### config.mk
export PLATFORM = sky130hd
export DESIGN_NAME = lcd_timing_gen
export DESIGN_NICKNAME = d
export VERILOG_FILES = /design/src/rtl/lcd_timing_gen.sv
export SDC_FILE = /design/constraint.sdc
export NUM_CORES = 1
export LEC_CHECK = 0
export ABC_AREA = 1
export BUFFER_PORTS_ARGS = -buffer_cell sky130_fd_sc_hd__buf_4
export CAP_MARGIN = 5
export CELL_PAD_IN_SITES_DETAIL_PLACEMENT = 2
export CELL_PAD_IN_SITES_GLOBAL_PLACEMENT = 2
export CORE_UTILIZATION = 32
export DETAILED_ROUTE_END_ITERATION = 8
export PLACE_DENSITY_LB_ADDON = 0.15
export SYNTH_ARGS = -nofsm -noshare
export SYNTH_HDL_FRONTEND = slang
export SYNTH_SLANG_ARGS = --single-unit
### constraint.sdc
create_clock -name clk_lcd -period 2.2 [get_ports clk_lcd]
set_input_delay 0.33 -clock clk_lcd [delete_from_list [all_inputs] [get_ports clk_lcd]]
set_output_delay 0.33 -clock clk_lcd [all_outputs]
set_load 0.01 [all_outputs]
### src/rtl/lcd_timing_gen.sv
// Raster timing for the 480x272 LCD: active-area coordinates and flags, the renderer
// enable, and panel hsync_n/vsync_n/de delayed to match the renderer. Optional frame_tick output: `define FRAME_TICK_EN.
module lcd_timing_gen #(
  parameter int H_ACTIVE = 480,
  parameter int H_FP     = 2,
  parameter int H_SYNC   = 41,
  parameter int H_BP     = 2,
  parameter int V_ACTIVE = 272,
  parameter int V_FP     = 2,
  parameter int V_SYNC   = 10,
  parameter int V_BP     = 2
) (
  input  logic       clk_lcd,
  input  logic       rst_n,
  output logic [9:0] hcount_reg,
  output logic [8:0] Vcount_reg,
  output logic       flagh,
  output logic       flagv,
  output logic       rgb_en,
  output logic       hsync_n,
  output logic       vsync_n,
  output logic       de
`ifdef FRAME_TICK_EN
  ,
  output logic       frame_tick
`endif
);

  localparam int H_TOT = H_SYNC + H_BP + H_ACTIVE + H_FP;
  localparam int V_TOT = V_SYNC + V_BP + V_ACTIVE + V_FP;

  if (H_TOT >= 1024 || V_TOT >= 1024 || H_ACTIVE > 1024 || V_ACTIVE > 512) begin : gParamCheck
    $error("lcd_timing_gen: timing parameters do not fit the counter/coordinate widths");
  end

  localparam logic [9:0] H_LAST      = 10'(H_TOT - 1);
  localparam logic [9:0] H_BP_START  = 10'(H_SYNC);
  localparam logic [9:0] H_ACT_START = 10'(H_SYNC + H_BP);
  localparam logic [9:0] H_FP_START  = 10'(H_SYNC + H_BP + H_ACTIVE);
  localparam logic [9:0] V_LAST      = 10'(V_TOT - 1);
  localparam logic [9:0] V_BP_START  = 10'(V_SYNC);
  localparam logic [9:0] V_ACT_START = 10'(V_SYNC + V_BP);
  localparam logic [9:0] V_FP_START  = 10'(V_SYNC + V_BP + V_ACTIVE);

  typedef enum logic [1:0] {HS_SYNC, HS_BP, HS_ACT, HS_FP} hstate_t;
  typedef enum logic [1:0] {VS_SYNC, VS_BP, VS_ACT, VS_FP} vstate_t;

  function automatic hstate_t hDecode(input logic [9:0] c);
    if (c < H_BP_START)       return HS_SYNC;
    else if (c < H_ACT_START) return HS_BP;
    else if (c < H_FP_START)  return HS_ACT;
    else                      return HS_FP;
  endfunction

  function automatic vstate_t vDecode(input logic [9:0] c);
    if (c < V_BP_START)       return VS_SYNC;
    else if (c < V_ACT_START) return VS_BP;
    else if (c < V_FP_START)  return VS_ACT;
    else                      return VS_FP;
  endfunction

  logic [9:0] h_cnt_q, h_cnt_d, v_cnt_q, v_cnt_d;
  hstate_t    hstate_q, hstate_d;
  vstate_t    vstate_q, vstate_d;

  logic [9:0] hcount_q, hcount_d;
  logic [8:0] vcount_q, vcount_d;
  logic       flagh_q, flagh_d, flagv_q, flagv_d;
  logic       hs1_q, hs1_d, vs1_q, vs1_d;
  logic       ftick_q, ftick_d;
  logic       rgb_en_q, rgb_en_d, hs2_q, hs2_d, vs2_q, vs2_d;
  logic       de_q, de_d, hsync_n_q, hsync_n_d, vsync_n_q, vsync_n_d;

  // The state register tracks the decode of the counter it sits beside, so each
  // stage-1 flag is a one-clock-late copy of the region the counters are in.
  always_comb begin
    h_cnt_d = (h_cnt_q == H_LAST) ? 10'd0 : h_cnt_q + 10'd1;
    v_cnt_d = v_cnt_q;
    if (h_cnt_q == H_LAST) begin
      v_cnt_d = (v_cnt_q == V_LAST) ? 10'd0 : v_cnt_q + 10'd1;
    end
    hstate_d = hDecode(h_cnt_d);
    vstate_d = vDecode(v_cnt_d);

    flagh_d  = (hstate_q == HS_ACT);
    flagv_d  = (vstate_q == VS_ACT);
    hcount_d = flagh_d ? h_cnt_q - H_ACT_START : 10'd0;
    vcount_d = flagv_d ? 9'(v_cnt_q - V_ACT_START) : 9'd0;
    hs1_d    = (hstate_q == HS_SYNC);
    vs1_d    = (vstate_q == VS_SYNC);
    ftick_d  = (h_cnt_q == 10'd0) && (v_cnt_q == V_FP_START);

    rgb_en_d  = flagh_q & flagv_q;
    hs2_d     = hs1_q;
    vs2_d     = vs1_q;

    de_d      = rgb_en_q;
    hsync_n_d = ~hs2_q;
    vsync_n_d = ~vs2_q;
  end

  always_ff @(posedge clk_lcd) begin
    if (!rst_n) begin
      h_cnt_q   <= 10'd0;
      v_cnt_q   <= 10'd0;
      hstate_q  <= HS_SYNC;
      vstate_q  <= VS_SYNC;
      hcount_q  <= 10'd0;
      vcount_q  <= 9'd0;
      flagh_q   <= 1'b0;
      flagv_q   <= 1'b0;
      hs1_q     <= 1'b0;
      vs1_q     <= 1'b0;
      ftick_q   <= 1'b0;
      rgb_en_q  <= 1'b0;
      hs2_q     <= 1'b0;
      vs2_q     <= 1'b0;
      de_q      <= 1'b0;
      hsync_n_q <= 1'b1;
      vsync_n_q <= 1'b1;
    end else begin
      h_cnt_q   <= h_cnt_d;
      v_cnt_q   <= v_cnt_d;
      hstate_q  <= hstate_d;
      vstate_q  <= vstate_d;
      hcount_q  <= hcount_d;
      vcount_q  <= vcount_d;
      flagh_q   <= flagh_d;
      flagv_q   <= flagv_d;
      hs1_q     <= hs1_d;
      vs1_q     <= vs1_d;
      ftick_q   <= ftick_d;
      rgb_en_q  <= rgb_en_d;
      hs2_q     <= hs2_d;
      vs2_q     <= vs2_d;
      de_q      <= de_d;
      hsync_n_q <= hsync_n_d;
      vsync_n_q <= vsync_n_d;
    end
  end

  assign hcount_reg = hcount_q;
  assign Vcount_reg = vcount_q;
  assign flagh      = flagh_q;
  assign flagv      = flagv_q;
  assign rgb_en     = rgb_en_q;
  assign de         = de_q;
  assign hsync_n    = hsync_n_q;
  assign vsync_n    = vsync_n_q;

`ifdef FRAME_TICK_EN
  assign frame_tick = ftick_q;
`else
  logic unusedTick;
  assign unusedTick = ftick_q;
`endif

endmodule

* Word level (Yosys, flattened, before mapping) *
Index checks and enable logic that the tools add are counted.

cells by class
  add/sub/neg operators = 4
  order comparisons = 6
  equal/unequal tests = 4
  mux-type cells = 7
  bitwise gates (word level) = 4
  reductions and logical operators = 8

operator list
  operator                 count
  $mux W10                 3
  $add A10 B1 Y10 const B  2
  $lt A10 B4 Y1 const B    2
  $lt A10 B6 Y1 const B    2
  $eq A10 B10 Y1 const B   1
  $eq A10 B9 Y1 const B    1
  $lt A10 B10 Y1 const B   1
  $lt A10 B9 Y1 const B    1
  $sub A10 B6 Y10 const B  1
  $sub A9 B4 Y9 const B    1
  $reduce_or A3 Y1         2
  $eq A2 B2 Y1 const B     2
  $logic_not A2 Y1         2
  $mux W1                  4
  $reduce_and A2 Y1        2
  $reduce_or A2 Y1         2
  $not A1 Y1               3
  $and A1 B1 Y1            1

storage, ports and cells
  register bits = 53
  input port bits = 2
  output and inout bits = 25
  word-level logic and storage cells = 51

* Longest topological paths before layout *
Gate-level depths: netlist of the first run.

  word-level depth = 6
  depth in mapped cells = 16
  mapped depth without buffers = 16

* Least setup slack after synthesis of the first run *
Ideal clock, no wire load.

  path kind = register to register
  start point = register h_cnt_q[0]
  end point = register vstate_q[0]
  library setup time = 0.109 ns
  data arrival time = 1.613 ns
  data required time = 2.091 ns
  path slack = 0.479 ns
  cell stages (with the launch flop) = 15
  buffers on the path = 1
  period minus slack after synthesis = 1.721 ns
  cell sequence = dfxtp_1 > inv_1 > ha_1 > nand3_1 > nor3_2 > buf_6 > nand2_1 > nand2_2 > nor2_1 > nor2_1 > nand3_1 > nand2_1 > nand2_1 > nand2_1 > inv_1

between the ends
  word-level cells in the longest chain between the ends = 5
  elaborated cells between the ends (all ways) = 8
  those cells by class = order compare: 3; eq/ne: 1; mux: 3; reduce/logical: 1

RTL lines
  element                 RTL line  RTL
  start, declared         62        logic [9:0] h_cnt_q, h_cnt_d, v_cnt_q, v_cnt_d;
  start signal, assigned  122       h_cnt_q <= h_cnt_d;
  $eq A10 B10 Y1 *        79        if (h_cnt_q == H_LAST) begin
  $mux W10 *              79
  $lt A10 B9 Y1           58        else if (c < V_FP_START) return VS_ACT;
  $mux W1                 58
  $mux W1                 57        else if (c < V_ACT_START) return VS_BP;
  end signal, assigned    125       vstate_q <= vstate_d;
  end, declared           64        vstate_t vstate_q, vstate_d;

Every way passes the cells marked *; elsewhere a longest branch is shown, timed or not.
A chain may end at the register's enable or synchronous reset.

* Final worst setup path of the first run *
  start point = register h_cnt_q[7]
  end point = register vstate_q[0]

The elaborated chain is that of the path after synthesis.

==> impl_metrics.csv, run 1 <==
group,metric,value,unit
floorplan,coreArea,0.00769,mm2
critical_path,r2r-end,"vstate_q[0]",
worst_hold_path,hold_class,"input port to flop",
critical_path,crit_path_frequent_cell,"nand2_1",
logic_synthesis,synthAdderAreaFrac,3.45,%
critical_path,cp.required,2.43,ns
run_status,outcome,"completed",
placement,placed_cell_area,0.00289,mm2
finish,final_common_cell,"nand2_1",
sta,max_slew_margin,74.1,%
logic_synthesis,ys_seq_area_share,41.8,%
logic_synthesis,synthXorXnorAreaFrac,1.03,%
routing,num_vias,2505,
logic_synthesis,syn_inst,367,
critical_path,timing.critical_path.fanout_max,5,
critical_path,crit_path_start_kind,"flop",
floorplan,die_y,91.1,um
finish,postLayoutCellArea,0.00306,mm2
sta,clock_skew,0.0104,ns
sta,finalHoldViolCount,0,
global_routing,gr-total-overflow,0,
logic_synthesis,avgSynthCellArea,6.92,um2
critical_path,rr_worst_depth,14,
critical_path,path_cells,"inv_1 -> nand2_2 -> nor2_4 -> buf_4 -> buf_4 -> nand4_1 -> nand2_1 -> nor2_1 -> nor2_1 -> nand3_1 -> nand2_1 -> nand2_1 -> nand2_1 -> inv_1",
flow_run,cap_viol_max_count,0,
power_and_ir_drop,power.density,531,mW/mm2
finish,final_cell_count_no_fill,513,
critical_path,r2r_start,"h_cnt_q[7]",
clock_tree,htreeDepth,2,
floorplan,die_w,91.1,um
critical_path,crit_path_top_delay_cell,"dfxtp_1",
finish,areaGrowthSynthToFinish,20.4,%
power_and_ir_drop,total_power,0.00163,W
routing,wl_per_cell,16.0,um
finish,diodes,0,
clock_tree,numCtsBuffers,5,
placement,portBuffers,26,
sta,final-max-slew-violation-count,0,
logic_synthesis,ys_seq_elements,53,
sta,fin_crit_sh,90.9,%
critical_path,rrSetupSlack,0.20,ns
critical_path,path_class,"flop to flop",
logic_synthesis,synth_mux_area_share,0,%
clock_tree,worstSkewPairLatency,0.31,ns
finish,drive_above_1_share,19.0,%
placement,dp_hpwl,6.17,mm
floorplan,dieArea,0.00830,mm2
logic_synthesis,yosys_warnings,0,
floorplan,io_pins,27,
worst_hold_path,holdCritStartpoint,"rst_n",
clock_tree,cts_buffer_depth,2,
power_and_ir_drop,peakVddDrop,295,uV
global_routing,grt_pass1_wl,13.1,mm
global_routing,grtUsageTotal,20.2,%
floorplan,num_rows,32,
global_routing,grt_max_degree,19,
logic_synthesis,synth-simple-area-share,38.0,%
clock_tree,postCtsHoldBufs,0,
sta,min_period,2.00,ns
logic_synthesis,synth_cell_types,29,
clock_tree,cts_tree,"built",
worst_hold_path,worstHoldPathCells,2,
logic_synthesis,synth_top_family_by_area,"simple AND/OR/NAND/NOR gates",
placement,place_congestion,0.796,
routing,wirelength,8.20,mm
logic_synthesis,synth_nets,376,
routing,drcViolationCount,0,
global_routing,antenna_found_initial,0,
power_and_ir_drop,power_leakage,1.48,nW
worst_hold_path,hold_end,"vsync_n",
sta,max_freq,500,MHz
finish,final_nets,419,
sta,worst_slew_pin_slew,0.388,ns
clock_tree,numClockSinks,53,
placement,placedCellCount,498,
critical_path,cp.arrival,2.23,ns
clock_tree,root_buffer,"clkbuf_8",
finish,final_cell_mix,"93 x nand2_1, 56 x nor2_1, 51 x dfxtp_1, 44 x inv_1, 42 x buf_4",
routing,firstDrtPassIters,4,
routing,ant_nets,0,
sta,setup_viol,0,
clock_tree,clk_pin_slew,0.11,ns
sta,timing.hold.ws,0.249,ns
critical_path,critPathCaptureType,"flop",
finish,final_util,39.8,%
logic_synthesis,syn_area,0.00254,mm2
routing,routed_via_density,4.88,
critical_path,slowest_delay,0.34,ns
floorplan,initial_core_util,33.0,%
logic_synthesis,synth-compound-area-share,6.80,%
global_routing,grt_pass1_vias,2669,
routing,drt_iter0_drc,53,
## cells in the mapped netlist, drive strengths merged
master | count | share of area, %
o21ai | 14 | 2.8
clkbuf | 4 | 0.64
nor2 | 64 | 11
ha | 7 | 3.4
dfxtp | 53 | 42
a31oi | 2 | 0.49
inv | 48 | 7.1
xor2 | 3 | 1.0
nor4 | 1 | 0.25
o211ai | 1 | 0.30
nand2 | 101 | 16
nand3 | 29 | 6.3
buf | 3 | 1.2
nor3 | 9 | 2.0
nand4 | 10 | 2.5
o21bai | 1 | 0.30
a21oi | 15 | 3.0
and3 | 1 | 0.25
or2 | 1 | 0.25
## metrics by stage
step / TNS, ns / worst slack (ns)
2_1_floorplan: 0 / 0.479
3_3_place_gp: 0 / 0.189
3_5_place_dp: 0 / 0.135
4_1_cts: 0 / 0.0766
5_1_grt: -0.00274 / -0.00274
6_report: 0 / 0.199
## worst max-delay path: cells and delay by family (launching register included)
kind / cells / cell delay, ns
buffers and inverters: 4 / 0.47
DFF: 1 / 0.34
and+or+nand+nor: 10 / 1.11
## area by class of cell
| class | instances | area, um2 |
|---|---|---|
| Multi-Input combinational cell | 259 | 1270 |
| Inverter | 48 | 180 |
| Clock buffer | 5 | 68.8 |
| Sequential cell | 53 | 1060 |
| Tap cell | 102 | 128 |
| Fill cell | 936 | 4630 |
| Timing Repair Buffer | 43 | 327 |
| Clock inverter | 3 | 26.3 |
## logic make-up after synthesis
logic type,Yosys count
simple gates,216
buf+inv,55
flops,53
compound gates,33
fa+ha+maj,7
xor+xnor,3
## metal layers
layer / wire length, um / up-vias / GRT usage [%] / part of all wire, %
met2: 4500 / 29 / 40.0 / 55
met5: 0 / - / 0 / 0
li1: - / 1238 / - / -
met4: 136 / 0 / 6.08 / 1.7
met1: 3440 / 1227 / 21.9 / 42
met3: 121 / 11 / 2.51 / 1.5
## how the worst max path moves through the flow
stage / from / cells past startpoint / to / slack, ns
floorplan: h_cnt_q[0] / 14 / vstate_q[0] / 0.48
finish: h_cnt_q[7] / 14 / vstate_q[0] / 0.20
CTS: h_cnt_q[0] / 14 / vstate_q[0] / 0.08
global route: h_cnt_q[0] / 14 / vstate_q[0] / -0.003
global placement: v_cnt_q[2] / 14 / vstate_q[0] / 0.19
detailed placement: v_cnt_q[2] / 12 / vstate_q[0] / 0.13
## power breakdown
group | internal (W) | switching (W)
combinational | 0.0000155 | 0.0000354
clock | 0.000233 | 0.000363
sequential | 0.000969 | 0.00000989
total | 0.00122 | 0.000409
## what timing repair did
item / 4_1_cts / 5_1_grt
setup endpoints to repair: 0 / 2
setup buffers: 0 / 7
resized for setup: 0 / 7
(Power assumes the default switching activity.)
==> inputs of run 2 (changes only) <==
==> constraint.sdc (replaced) <==
create_clock -name clk_lcd -period 2.2 [get_ports clk_lcd]
set_input_delay 0.22 -clock clk_lcd [delete_from_list [all_inputs] [get_ports clk_lcd]]
set_output_delay 0.22 -clock clk_lcd [all_outputs]
set_load 0.01 [all_outputs]
==> impl_metrics.csv, run 2 (same netlist as run 1, synthesis figures left out) <==
group,metric,value,unit
run_status,outcome,"completed",
routing,drcViolationCount,0,
finish,final_cell_mix,"92 x nand2_1, 57 x nor2_1, 51 x dfxtp_1, 44 x inv_1, 42 x buf_4",
critical_path,r2r-end,"hstate_q[0]",
clock_tree,root_buffer,"clkbuf_8",
sta,setup_viol,0,
sta,timing.hold.ws,0.137,ns
floorplan,dieArea,0.00830,mm2
finish,fillers,952,
clock_tree,cts_tree,"built",
power_and_ir_drop,power_leakage,1.48,nW
finish,final_nets,419,
critical_path,rrSetupSlack,0.17,ns
floorplan,num_rows,32,
finish,final_util,39.8,%
critical_path,cp.required,2.46,ns
routing,wl_per_cell,16.0,um
floorplan,die_y,91.1,um
routing,drt_iter0_drc,43,
finish,postLayoutCellArea,0.00306,mm2
placement,placed_cell_area,0.00288,mm2
critical_path,r2r_start,"h_cnt_q[0]",
clock_tree,numCtsBuffers,5,
worst_hold_path,hold_class,"input port to flop",
global_routing,grt_max_degree,19,
global_routing,antenna_found_initial,0,
critical_path,timing.critical_path.fanout_max,9,
critical_path,critPathCaptureType,"flop",
clock_tree,worstSkewPairLatency,0.32,ns
global_routing,grt_pass1_vias,2699,
floorplan,initial_core_util,33.0,%
floorplan,coreArea,0.00769,mm2
flow_run,cap_viol_max_count,0,
clock_tree,cts_buffer_depth,2,
sta,fin_crit_sh,92.3,%
sta,min_period,2.03,ns
clock_tree,htreeDepth,2,
global_routing,grt_pass1_wl,13.0,mm
sta,clock_skew,0.00536,ns
worst_hold_path,holdCritStartpoint,"rst_n",
sta,max_slew_margin,74.8,%
placement,place_congestion,0.804,
critical_path,cp.arrival,2.29,ns
critical_path,crit_path_start_kind,"flop",
sta,max_freq,492,MHz
power_and_ir_drop,power.density,533,mW/mm2
finish,drive_above_1_share,19.0,%
routing,routed_via_density,4.92,
critical_path,rr_worst_depth,13,
routing,num_vias,2526,
finish,final_common_cell,"nand2_1",
worst_hold_path,worstHoldPathCells,2,
routing,ant_nets,0,
worst_hold_path,hold_end,"vsync_n",
finish,diodes,0,
placement,dp_hpwl,6.27,mm
finish,areaGrowthSynthToFinish,20.4,%
global_routing,gr-total-overflow,0,
critical_path,path_class,"flop to flop",
sta,finalHoldViolCount,0,
placement,portBuffers,26,
clock_tree,clk_pin_slew,0.11,ns
global_routing,grtUsageTotal,20.1,%
routing,wirelength,8.21,mm
clock_tree,numClockSinks,53,
sta,worst_slew_pin_slew,0.377,ns
floorplan,io_pins,27,
routing,firstDrtPassIters,4,
sta,setup_tns,0,ns
sta,final-max-slew-violation-count,0,
power_and_ir_drop,peakVddDrop,237,uV
floorplan,die_w,91.1,um
## run 2: worst max path at each step
stage / startpoint / endpoint / slack (ns) / cells after the start
5_1_grt: h_cnt_q[0] / vstate_q[0] / -0.009 / 14
3_5_place_dp: v_cnt_q[2] / vstate_q[0] / 0.12 / 14
4_1_cts: v_cnt_q[2] / vstate_q[0] / 0.08 / 14
2_1_floorplan: h_cnt_q[0] / vstate_q[0] / 0.48 / 14
6_report: h_cnt_q[0] / hstate_q[0] / 0.17 / 13
3_3_place_gp: v_cnt_q[2] / vstate_q[0] / 0.19 / 14
## run 2: timing repair
item,in CTS,in global routing
hold buffers,0,0
buffers inserted,0,8
setup endpoints to repair,0,2
gates resized for setup,0,6
## run 2: area by class of cell
type | count | area (um2) | share of cell area, %
Inverter | 48 | 180 | 5.89
Clock inverter | 3 | 25.0 | 0.818
Multi-Input combinational cell | 259 | 1270 | 41.4
Clock buffer | 5 | 68.8 | 2.25
Timing Repair Buffer | 43 | 327 | 10.7
Sequential cell | 53 | 1060 | 34.8
Tap cell | 102 | 128 | 4.17
## run 2: power by group
group | leakage (nW) | total (W) | switching [W] | internal [W]
logic | 1.01 | 0.0000507 | 0.0000351 | 0.0000156
registers | 0.430 | 0.000979 | 0.00000964 | 0.000969
clock network | 0.0447 | 0.000599 | 0.000368 | 0.000231
total | 1.48 | 0.00163 | 0.000413 | 0.00122
## run 2: layer usage
| metal | GRT usage [%] | wire [um] |
|---|---|---|
| met1 | 21.5 | 3400 |
| met2 | 39.2 | 4490 |
| met3 | 2.93 | 171 |
| met4 | 7.54 | 149 |
| met5 | 0 | 0 |
## run 2: metrics by stage
stage / total power, W / std cells / setup slack [ns]
6_report: 0.00163 / 513 / 0.169
5_1_grt: 0.00170 / 513 / -0.00888
4_1_cts: 0.00165 / 505 / 0.0763
3_5_place_dp: 0.00105 / 497 / 0.119
3_3_place_gp: 0.00105 / 497 / 0.192
2_1_floorplan: 0.00103 / 367 / 0.479
## run 2: worst max-delay path, cell delays in order (launching register included)
cell and delay [ns]:
dfxtp_2 0.41, inv_1 0.10, ha_1 0.23, nand3_1 0.11, nor3_2 0.06, buf_6 0.14, buf_4 0.14, nor2_1 0.19
nand2_1 0.10, nor2_2 0.16, nand2_1 0.07, nand3_1 0.10, nand2_1 0.07, a21oi_1 0.11
